--- src/rtl/fixed_point_divider_if.sv ---
// Start/done handshake bundle for the sequential signed fixed-point divider.
// The master side drives operands and start; the slave side returns the quotient and status.
interface fixed_point_divider_if #(
  parameter int WIDTH = 16
);
  logic             start;
  logic [WIDTH-1:0] A;
  logic [WIDTH-1:0] B;
  logic [WIDTH-1:0] result;
  logic             overflow_flag;
  logic             busy;
  logic             done;

  modport master (
    output start, A, B,
    input  result, overflow_flag, busy, done
  );

  modport slave (
    input  start, A, B,
    output result, overflow_flag, busy, done
  );
endinterface

--- src/rtl/fixed_point_divider.sv ---
// Signed Q(WIDTH-FRAC).FRAC restoring divider, one quotient bit per clock, saturating.
// Define ROUND_NEAREST_EN to add a guard-bit iteration and round half away from zero.
module fixed_point_divider #(
  parameter int WIDTH = 16,
  parameter int FRAC  = 8
) (
  input  logic                  clk,
  input  logic                  rst,
  fixed_point_divider_if.slave  bus
);

  localparam int N = WIDTH + FRAC;
`ifdef ROUND_NEAREST_EN
  localparam int ITER = N + 1;
  localparam int SH   = FRAC + 1;
`else
  localparam int ITER = N;
  localparam int SH   = FRAC;
`endif
  localparam int CW = $clog2(ITER + 1);
  localparam int MW = N + 1;

  localparam logic [1:0] S_IDLE = 2'd0;
  localparam logic [1:0] S_CALC = 2'd1;
  localparam logic [1:0] S_DONE = 2'd2;

  localparam logic [CW-1:0]    LAST_CNT = CW'(ITER - 1);
  localparam logic [CW-1:0]    CNT_ONE  = CW'(1);
  localparam logic [WIDTH:0]   ONE_X    = {{WIDTH{1'b0}}, 1'b1};
  localparam logic [WIDTH-1:0] ONE_W    = {{(WIDTH-1){1'b0}}, 1'b1};
  localparam logic [WIDTH-1:0] MAX_POS  = {1'b0, {(WIDTH-1){1'b1}}};
  localparam logic [WIDTH-1:0] MIN_NEG  = {1'b1, {(WIDTH-1){1'b0}}};
  localparam logic [MW-1:0]    QMAX_POS = {{(MW-WIDTH){1'b0}}, MAX_POS};
  localparam logic [MW-1:0]    QMAX_NEG = {{(MW-WIDTH){1'b0}}, MIN_NEG};

  logic [1:0]       state_q, state_d;
  logic             sign_q, sign_d;
  logic             a_neg_q, a_neg_d;
  logic             dz_q, dz_d;
  logic [WIDTH:0]   bmag_q, bmag_d;
  logic [WIDTH-1:0] rem_q, rem_d;
  logic [ITER-1:0]  dvd_q, dvd_d;
  logic [CW-1:0]    cnt_q, cnt_d;
  logic [WIDTH-1:0] result_q, result_d;
  logic             ovf_q, ovf_d;
  logic             busy_q, busy_d;
  logic             done_q, done_d;

  logic [WIDTH:0]   a_ext, b_ext, a_mag, b_mag;
  logic [WIDTH:0]   rem_sh;
  logic [WIDTH+1:0] trial;
  logic             q_bit;
  logic [WIDTH-1:0] rem_step;
  logic [ITER-1:0]  dvd_step;
  logic [MW-1:0]    q_mag;
  logic [WIDTH-1:0] fin_result;
  logic             fin_ovf;

  // One extra magnitude bit keeps |-2^(WIDTH-1)| representable.
  always_comb begin
    a_ext = {bus.A[WIDTH-1], bus.A};
    b_ext = {bus.B[WIDTH-1], bus.B};
    a_mag = a_ext[WIDTH] ? (~a_ext + ONE_X) : a_ext;
    b_mag = b_ext[WIDTH] ? (~b_ext + ONE_X) : b_ext;
  end

  // Remainder stays below |B| <= 2^(WIDTH-1), so WIDTH bits hold it between steps.
  always_comb begin
    rem_sh   = {rem_q, dvd_q[ITER-1]};
    trial    = {1'b0, rem_sh} - {1'b0, bmag_q};
    q_bit    = ~trial[WIDTH+1];
    rem_step = q_bit ? WIDTH'(trial) : WIDTH'(rem_sh);
    dvd_step = {dvd_q[ITER-2:0], q_bit};
  end

  always_comb begin
`ifdef ROUND_NEAREST_EN
    q_mag = {1'b0, dvd_q[ITER-1:1]} + {{(MW-1){1'b0}}, dvd_q[0]};
`else
    q_mag = {1'b0, dvd_q};
`endif
    fin_result = '0;
    fin_ovf    = 1'b0;
    if (dz_q) begin
      fin_result = a_neg_q ? MIN_NEG : MAX_POS;
      fin_ovf    = 1'b1;
    end else if (!sign_q) begin
      if (q_mag > QMAX_POS) begin
        fin_result = MAX_POS;
        fin_ovf    = 1'b1;
      end else begin
        fin_result = q_mag[WIDTH-1:0];
      end
    end else begin
      if (q_mag > QMAX_NEG) begin
        fin_result = MIN_NEG;
        fin_ovf    = 1'b1;
      end else begin
        fin_result = ~q_mag[WIDTH-1:0] + ONE_W;
      end
    end
  end

  // NOTE: every signal gets a default before the case so no path leaves it unassigned (no latches).
  always_comb begin
    state_d  = state_q;
    sign_d   = sign_q;
    a_neg_d  = a_neg_q;
    dz_d     = dz_q;
    bmag_d   = bmag_q;
    rem_d    = rem_q;
    dvd_d    = dvd_q;
    cnt_d    = cnt_q;
    result_d = result_q;
    ovf_d    = ovf_q;
    busy_d   = (state_q != S_IDLE);
    done_d   = 1'b0;

    case (state_q)
      S_IDLE: begin
        if (bus.start) begin
          sign_d  = bus.A[WIDTH-1] ^ bus.B[WIDTH-1];
          a_neg_d = bus.A[WIDTH-1];
          bmag_d  = b_mag;
          dz_d    = (bus.B == '0);
          rem_d   = '0;
          cnt_d   = '0;
          dvd_d   = ITER'({a_mag, {SH{1'b0}}});
          state_d = (bus.B == '0) ? S_DONE : S_CALC;
        end
      end
      S_CALC: begin
        rem_d = rem_step;
        dvd_d = dvd_step;
        cnt_d = cnt_q + CNT_ONE;
        if (cnt_q == LAST_CNT) state_d = S_DONE;
      end
      S_DONE: begin
        result_d = fin_result;
        ovf_d    = fin_ovf;
        done_d   = 1'b1;
        state_d  = S_IDLE;
      end
      default: state_d = S_IDLE;
    endcase
  end

  // NOTE: state registers use non-blocking assignments so every flop samples pre-edge values.
  always_ff @(posedge clk) begin
    if (rst) begin
      state_q  <= S_IDLE;
      sign_q   <= 1'b0;
      a_neg_q  <= 1'b0;
      dz_q     <= 1'b0;
      bmag_q   <= '0;
      rem_q    <= '0;
      dvd_q    <= '0;
      cnt_q    <= '0;
      result_q <= '0;
      ovf_q    <= 1'b0;
      busy_q   <= 1'b0;
      done_q   <= 1'b0;
    end else begin
      state_q  <= state_d;
      sign_q   <= sign_d;
      a_neg_q  <= a_neg_d;
      dz_q     <= dz_d;
      bmag_q   <= bmag_d;
      rem_q    <= rem_d;
      dvd_q    <= dvd_d;
      cnt_q    <= cnt_d;
      result_q <= result_d;
      ovf_q    <= ovf_d;
      busy_q   <= busy_d;
      done_q   <= done_d;
    end
  end

  assign bus.result        = result_q;
  assign bus.overflow_flag = ovf_q;
  assign bus.busy          = busy_q;
  assign bus.done          = done_q;

endmodule

--- src/flat_wrapper.sv ---
// flat-port wrapper written by rule: the top's interface ports become plain ports
module fixed_point_divider_flat 
#(
  parameter int WIDTH = 16,
  parameter int FRAC  = 8
)
  (clk, rst, bus_start, bus_A, bus_B, bus_result, bus_overflow_flag, bus_busy, bus_done);
  fixed_point_divider_if #(.WIDTH(WIDTH)) bus_i ();
  input  logic clk;
  input  logic rst;
  input wire logic [$bits(bus_i.start)-1:0] bus_start;
  input wire logic [$bits(bus_i.A)-1:0] bus_A;
  input wire logic [$bits(bus_i.B)-1:0] bus_B;
  output wire logic [$bits(bus_i.result)-1:0] bus_result;
  output wire logic [$bits(bus_i.overflow_flag)-1:0] bus_overflow_flag;
  output wire logic [$bits(bus_i.busy)-1:0] bus_busy;
  output wire logic [$bits(bus_i.done)-1:0] bus_done;
  assign bus_i.start = bus_start;
  assign bus_i.A = bus_A;
  assign bus_i.B = bus_B;
  assign bus_result = bus_i.result;
  assign bus_overflow_flag = bus_i.overflow_flag;
  assign bus_busy = bus_i.busy;
  assign bus_done = bus_i.done;
  fixed_point_divider #(.WIDTH(WIDTH), .FRAC(FRAC)) u_core (.clk(clk), .rst(rst), .bus(bus_i));
endmodule
--- config.mk ---
export PLATFORM = sky130hd
export DESIGN_NAME = fixed_point_divider_flat
export DESIGN_NICKNAME = d
export VERILOG_FILES = /design/src/rtl/fixed_point_divider_if.sv /design/src/rtl/fixed_point_divider.sv /design/src/flat_wrapper.sv
export SDC_FILE = /design/constraint.sdc
export NUM_CORES = 1
export LEC_CHECK = 0
export BUFFER_PORTS_ARGS = -buffer_cell sky130_fd_sc_hd__buf_2
export CAP_MARGIN = 20
export CORE_MARGIN = 2
export CORE_UTILIZATION = 60
export CTS_CLUSTER_SIZE = 24
export DETAILED_ROUTE_END_ITERATION = 8
export PLACE_DENSITY = 0.87
export SYNTH_ARGS = -nofsm -noshare
export SYNTH_HDL_FRONTEND = slang
export SYNTH_SLANG_ARGS = --single-unit
--- constraint.sdc ---
create_clock -name clk -period 3.4 [get_ports clk]
set_input_delay 1.02 -clock clk [delete_from_list [all_inputs] [get_ports clk]]
set_output_delay 1.02 -clock clk [all_outputs]
set_load 0.02 [all_outputs]
* Word-level counts from Yosys, hierarchy flattened *
Cells that the tools add are included.

word-level totals
  register bits = 86
  bits of input ports = 35
  output and inout port bits = 19
  logic and storage cells = 59

operators by class
  add/subtract/negate cells = 5
  $lt $le $gt $ge = 2
  equality and inequality tests = 5
  multiplexer cells = 23
  bitwise logic cells = 5
  reductions and logical operators = 7

operator list
  kind                   number
  $mux 16                8
  $pmux 24 s2            1
  $add 16x1->16 const B  2
  $not 16->16            2
  $pmux 16 s2            1
  $gt 24x15->1 const B   1
  $gt 24x16->1 const B   1
  $mux 24                1
  $sub 17x17->18         1
  $add 17x1->17 const B  1
  $mux 17                1
  $not 17->17            1
  $logic_not 16->1       1
  $pmux 5 s2             1
  $mux 2                 3
  $reduce_and 2->1       3
  $add 5x1->5 const B    1
  $eq 5x5->1 const B     1
  $mux 1                 5
  $mux 5                 1
  $pmux 2 s2             1
  $reduce_bool 2->1      2
  $eq 2x1->1 const B     1
  $eq 2x2->1 const B     1
  other kinds (5)        5

* Logic depth before layout (Yosys ltp) *
  depth after elaboration = 5
  gate-level depth with buffers = 10

* Worst setup path before layout *
OpenSTA, ideal clock, no wires.

  path kind = input -> register
  start = in bus_B[8]
  end = reg u_core.state_q[0]
  setup time = 0.128 ns
  data arrival time = 2.740 ns
  required time = 3.272 ns
  setup slack = 0.533 ns
  stages = 6
  path buffers = 0
  cells stage by stage = or4_4 -> or3_4 -> or4_4 -> nor3_4 -> a2bb2oi_1 -> nor2_1

between the ends
  cells in the longest elaborated chain, start to end = 4

ends and longest elaborated chain
  item                  RTL line                    text
  from (decl)           flat_wrapper.sv:13          input wire logic [$bits(bus_i.B)-1:0] bus_B;
  $logic_not 16->1      fixed_point_divider.sv:129  state_d = (bus.B == '0) ? S_DONE : S_CALC;
  $mux 2                fixed_point_divider.sv:129
  $mux 2                fixed_point_divider.sv:121  if (bus.start) begin
  $pmux 2 s2            fixed_point_divider.sv:119  case (state_q)
  to (signal assigned)  fixed_point_divider.sv:164  state_q <= state_d;
  to (decl)             fixed_point_divider.sv:36   logic [1:0] state_q, state_d;

Every way passes these cells. The select of a mux whose other input is x is not followed.
A chain may end at the register's enable or synchronous reset.

* Worst setup path in the final report *
Ends and elaborated chain as after synthesis.

==> flow_summary.json <==
{
  "status": "finished clean",
  "htreeDepth": 3,
  "diodes": 0,
  "setup_tns_ps": 0,
  "final_util_pct": 67.7,
  "ys_warn_count": 0,
  "grt_pass1_vias": 4689,
  "maxSlewViolCount": 0,
  "path_buf_inv": 1,
  "hold_class": "register to register",
  "p_leak_nw": 2.38,
  "crit_chain": "buf_2 -> or4_4 -> or3_4 -> or4_4 -> nor3_4 -> a2bb2oi_1 -> nor2_1",
  "synth_top_area_share_pct": 32.0,
  "crit_family": "simple AND/OR/NAND/NOR gates",
  "yosys.cell_types.count": 61,
  "grt_max_degree": 53,
  "powerDensity_nw_per_um2": 464,
  "max_slew_margin_pct": 54.1,
  "dieArea_um2": 9740,
  "start_util_pct": 61.7,
  "grt.busiest_layer": "met2",
  "clk-insertion-delay-late_ps": 360,
  "drcViolationCount": 0,
  "crit_path_frequent_cell": "or4_4",
  "hold_buffers": 0,
  "start_kind": "primary input",
  "met3_usage_pct": 3.83,
  "clk_pin_slew_ps": 90,
  "use_met2_pct": 43.0,
  "drive_gt1_share_pct": 14.2,
  "synth_fp_nets": 748,
  "numCtsBuffers": 9,
  "die_h_um": 98.7,
  "crit_arrival_ps": 2950,
  "cts_sinks": 86,
  "gp_congestion": 0.952,
  "fin_skew_ps": 11.1,
  "seq_area_frac_synth_pct": 32.0,
  "multi_input_area_um2": 3390,
  "antenna_found_initial": 0,
  "mostFrequentLayoutCell": "nor2_1",
  "grt_overflow_total": 0,
  "worst_pin_slew_ps": 671,
  "grt_use_met1_pct": 41.7,
  "cp.depth": 7,
  "cts_buffer_depth": 2,
  "dp_cells": 823,
  "num-fill-cells": 715,
  "port-buffer-count": 53,
  "synth_top_cell_by_area": "dfxtp_1",
  "end_kind": "register",
  "synth_area_um2": 5380,
  "holdWs_ps": 452,
  "synthCells": 691,
  "routed_wl_um": 13500,
  "io_pins": 54,
  "post_cts_resized": 0,
  "synthFlopType": "dfxtp_1",
  "core_um2": 8720,
  "mostFrequentLayoutCells": "nor2_1 (94), dfxtp_1 (86), nand2_1 (70), buf_2 (53), a21oi_1 (49)",
  "synth-edff-count": 0,
  "dp_hpwl_um": 9910,
  "place_ws_ps": 309,
  "maxCapViolCount": 0,
  "area_growth_pct": 9.67,
  "crit_type": "primary input to register",
  "fp.dieW_um": 98.7,
  "ys_seq_elements": 86,
  "critPathMaxFanout": 4,
  "worstPathRequired_ps": 3630,
  "routedWlPerCell_um": 16.1,
  "vias": 5192,
  "viasPerCell": 6.19,
  "ff2ff_path_depth": 9,
  "grt_setup_unrepaired": "false",
  "irDropWorstVdd_uv": 242,
  "setup-violations-final": 0,
  "finalCritPeriodShare_pct": 80.2,
  "cts_setup_buffers": 0,
  "slowest_delay_ps": 540,
  "yosys-top-cells-area": "dfxtp_1 (32%), nor2_1 (6.6%), ha_1 (4.9%)",
  "tritoncts": "done",
  "syn_avg_cell_area_um2": 7.79,
  "dr.first_iter.drc_count": 345,
  "instances_no_fill": 839,
  "fin_crit_ps": 2730,
  "ant_nets": 0,
  "hold_depth": 2,
  "finalNetCount": 783,
  "hold_violations": 0,
  "cts_root_buffer": "clkbuf_8",
  "max_freq_ghz": 0.367,
  "rows": 34,
  "crit_slowest_cell": "or4_4",
  "synth-async-reset-ratio_pct": 0,
  "fin_ws_ps": 674,
  "track_usage_pct": 28.0,
  "register_area_um2": 1720,
  "grt_pass1_wl_um": 22500,
  "firstDrtPassIters": 5
}
==> per-stage QoR <==
stage          instance area, um^2  total power [W]
2_1_floorplan                 5380          0.00181
3_3_place_gp                  5710          0.00202
3_5_place_dp                  5710          0.00204
4_1_cts                       5900          0.00274
5_1_grt                       5900          0.00291
6_report                      5900          0.00274
==> worst paths after layout <==
kind / from / end / slack, ps
worst min register to register: u_core.bmag_q[16] / u_core.bmag_q[16] / 450
worst max-delay path: bus_B[8] / u_core.state_q[0] / 670
worst min-delay path: u_core.bmag_q[16] / u_core.bmag_q[16] / 450
worst max register to register: u_core.bmag_q[12] / u_core.rem_q[2] / 740
==> report_power, final <==
part / leakage, nW / total [W] / switching (W) / internal [W]
Combinational: 1.58 / 0.000910 / 0.000550 / 0.000360
Sequential: 0.701 / 0.00113 / 0.0000622 / 0.00107
Clock: 0.0947 / 0.000701 / 0.000416 / 0.000285
==> final cells by class <==
class	count	share of cell area, %
clock buffers	9	2.10
inverters	31	1.97
well taps	108	2.29
repair buffers	65	6.02
flip-flops and latches	86	29.2
multi-input cells	533	57.4
clock inverters	7	1.10
==> worst min-delay path: stages, from the launching register on <==
cell and delay, ps:
dfxtp_1 310, inv_1 60, nor3_1 50
==> sequential cells by signal, summed over array words and instances, names as in the netlist <==
register                  flops
u_core.sign_q                 1
u_core.dz_q                   1
u_core.a_neg_q                1
u_core.bus.done               1
u_core.bus.result            16
u_core.bus.busy               1
u_core.dvd_q                 24
u_core.bmag_q                17
u_core.state_q                2
u_core.rem_q                 16
u_core.bus.overflow_flag      1
u_core.cnt_q                  5
==> synth_stat cells, types with 4 or more instances <==
cell / instances
a222oi_1: 8
xnor2_1: 18
nand3_1: 11
a211oi_1: 20
o211ai_1: 7
o21a_1: 5
buf_2: 6
nor2b_1: 7
xor2_1: 22
a31oi_1: 5
a22oi_1: 12
clkbuf_1: 34
a2bb2oi_1: 4
a311oi_1: 4
or2_2: 5
nand4_1: 7
or4_1: 6
a21o_1: 8
inv_1: 31
dfxtp_1: 86
nor2_1: 94
or3_1: 7
a21oi_1: 49
o41ai_1: 4
ha_1: 21
nand2b_1: 11
o31ai_1: 14
nor4_1: 4
nand2_1: 70
o21ai_0: 40
mux2i_1: 13
nor3_1: 11
==> cell families (layout without fill, tap and decap cells) <==
logic type               Yosys count  after routing  share of synthesized area, %
AO/OA/AOI/OAI                    205            205                          26.0
XOR/XNOR                          40             40                          6.51
adder cells (fa/ha/maj)           22             22                          5.25
buffers and inverters             72            112                          5.16
flip-flops                        86             86                          32.0
multiplexers                      13             13                          2.42
AND/OR/NAND/NOR                  253            253                          22.7
==> per-layer routing <==
layer | vias to the layer above | share of wire, %
met2 | 173 | 45
met4 | 0 | 0.92
met3 | 13 | 5.5
met5 | - | 0
met1 | 2428 | 49
li1 | 2578 | -
Note: power is estimated with default switching activity, not from simulation.
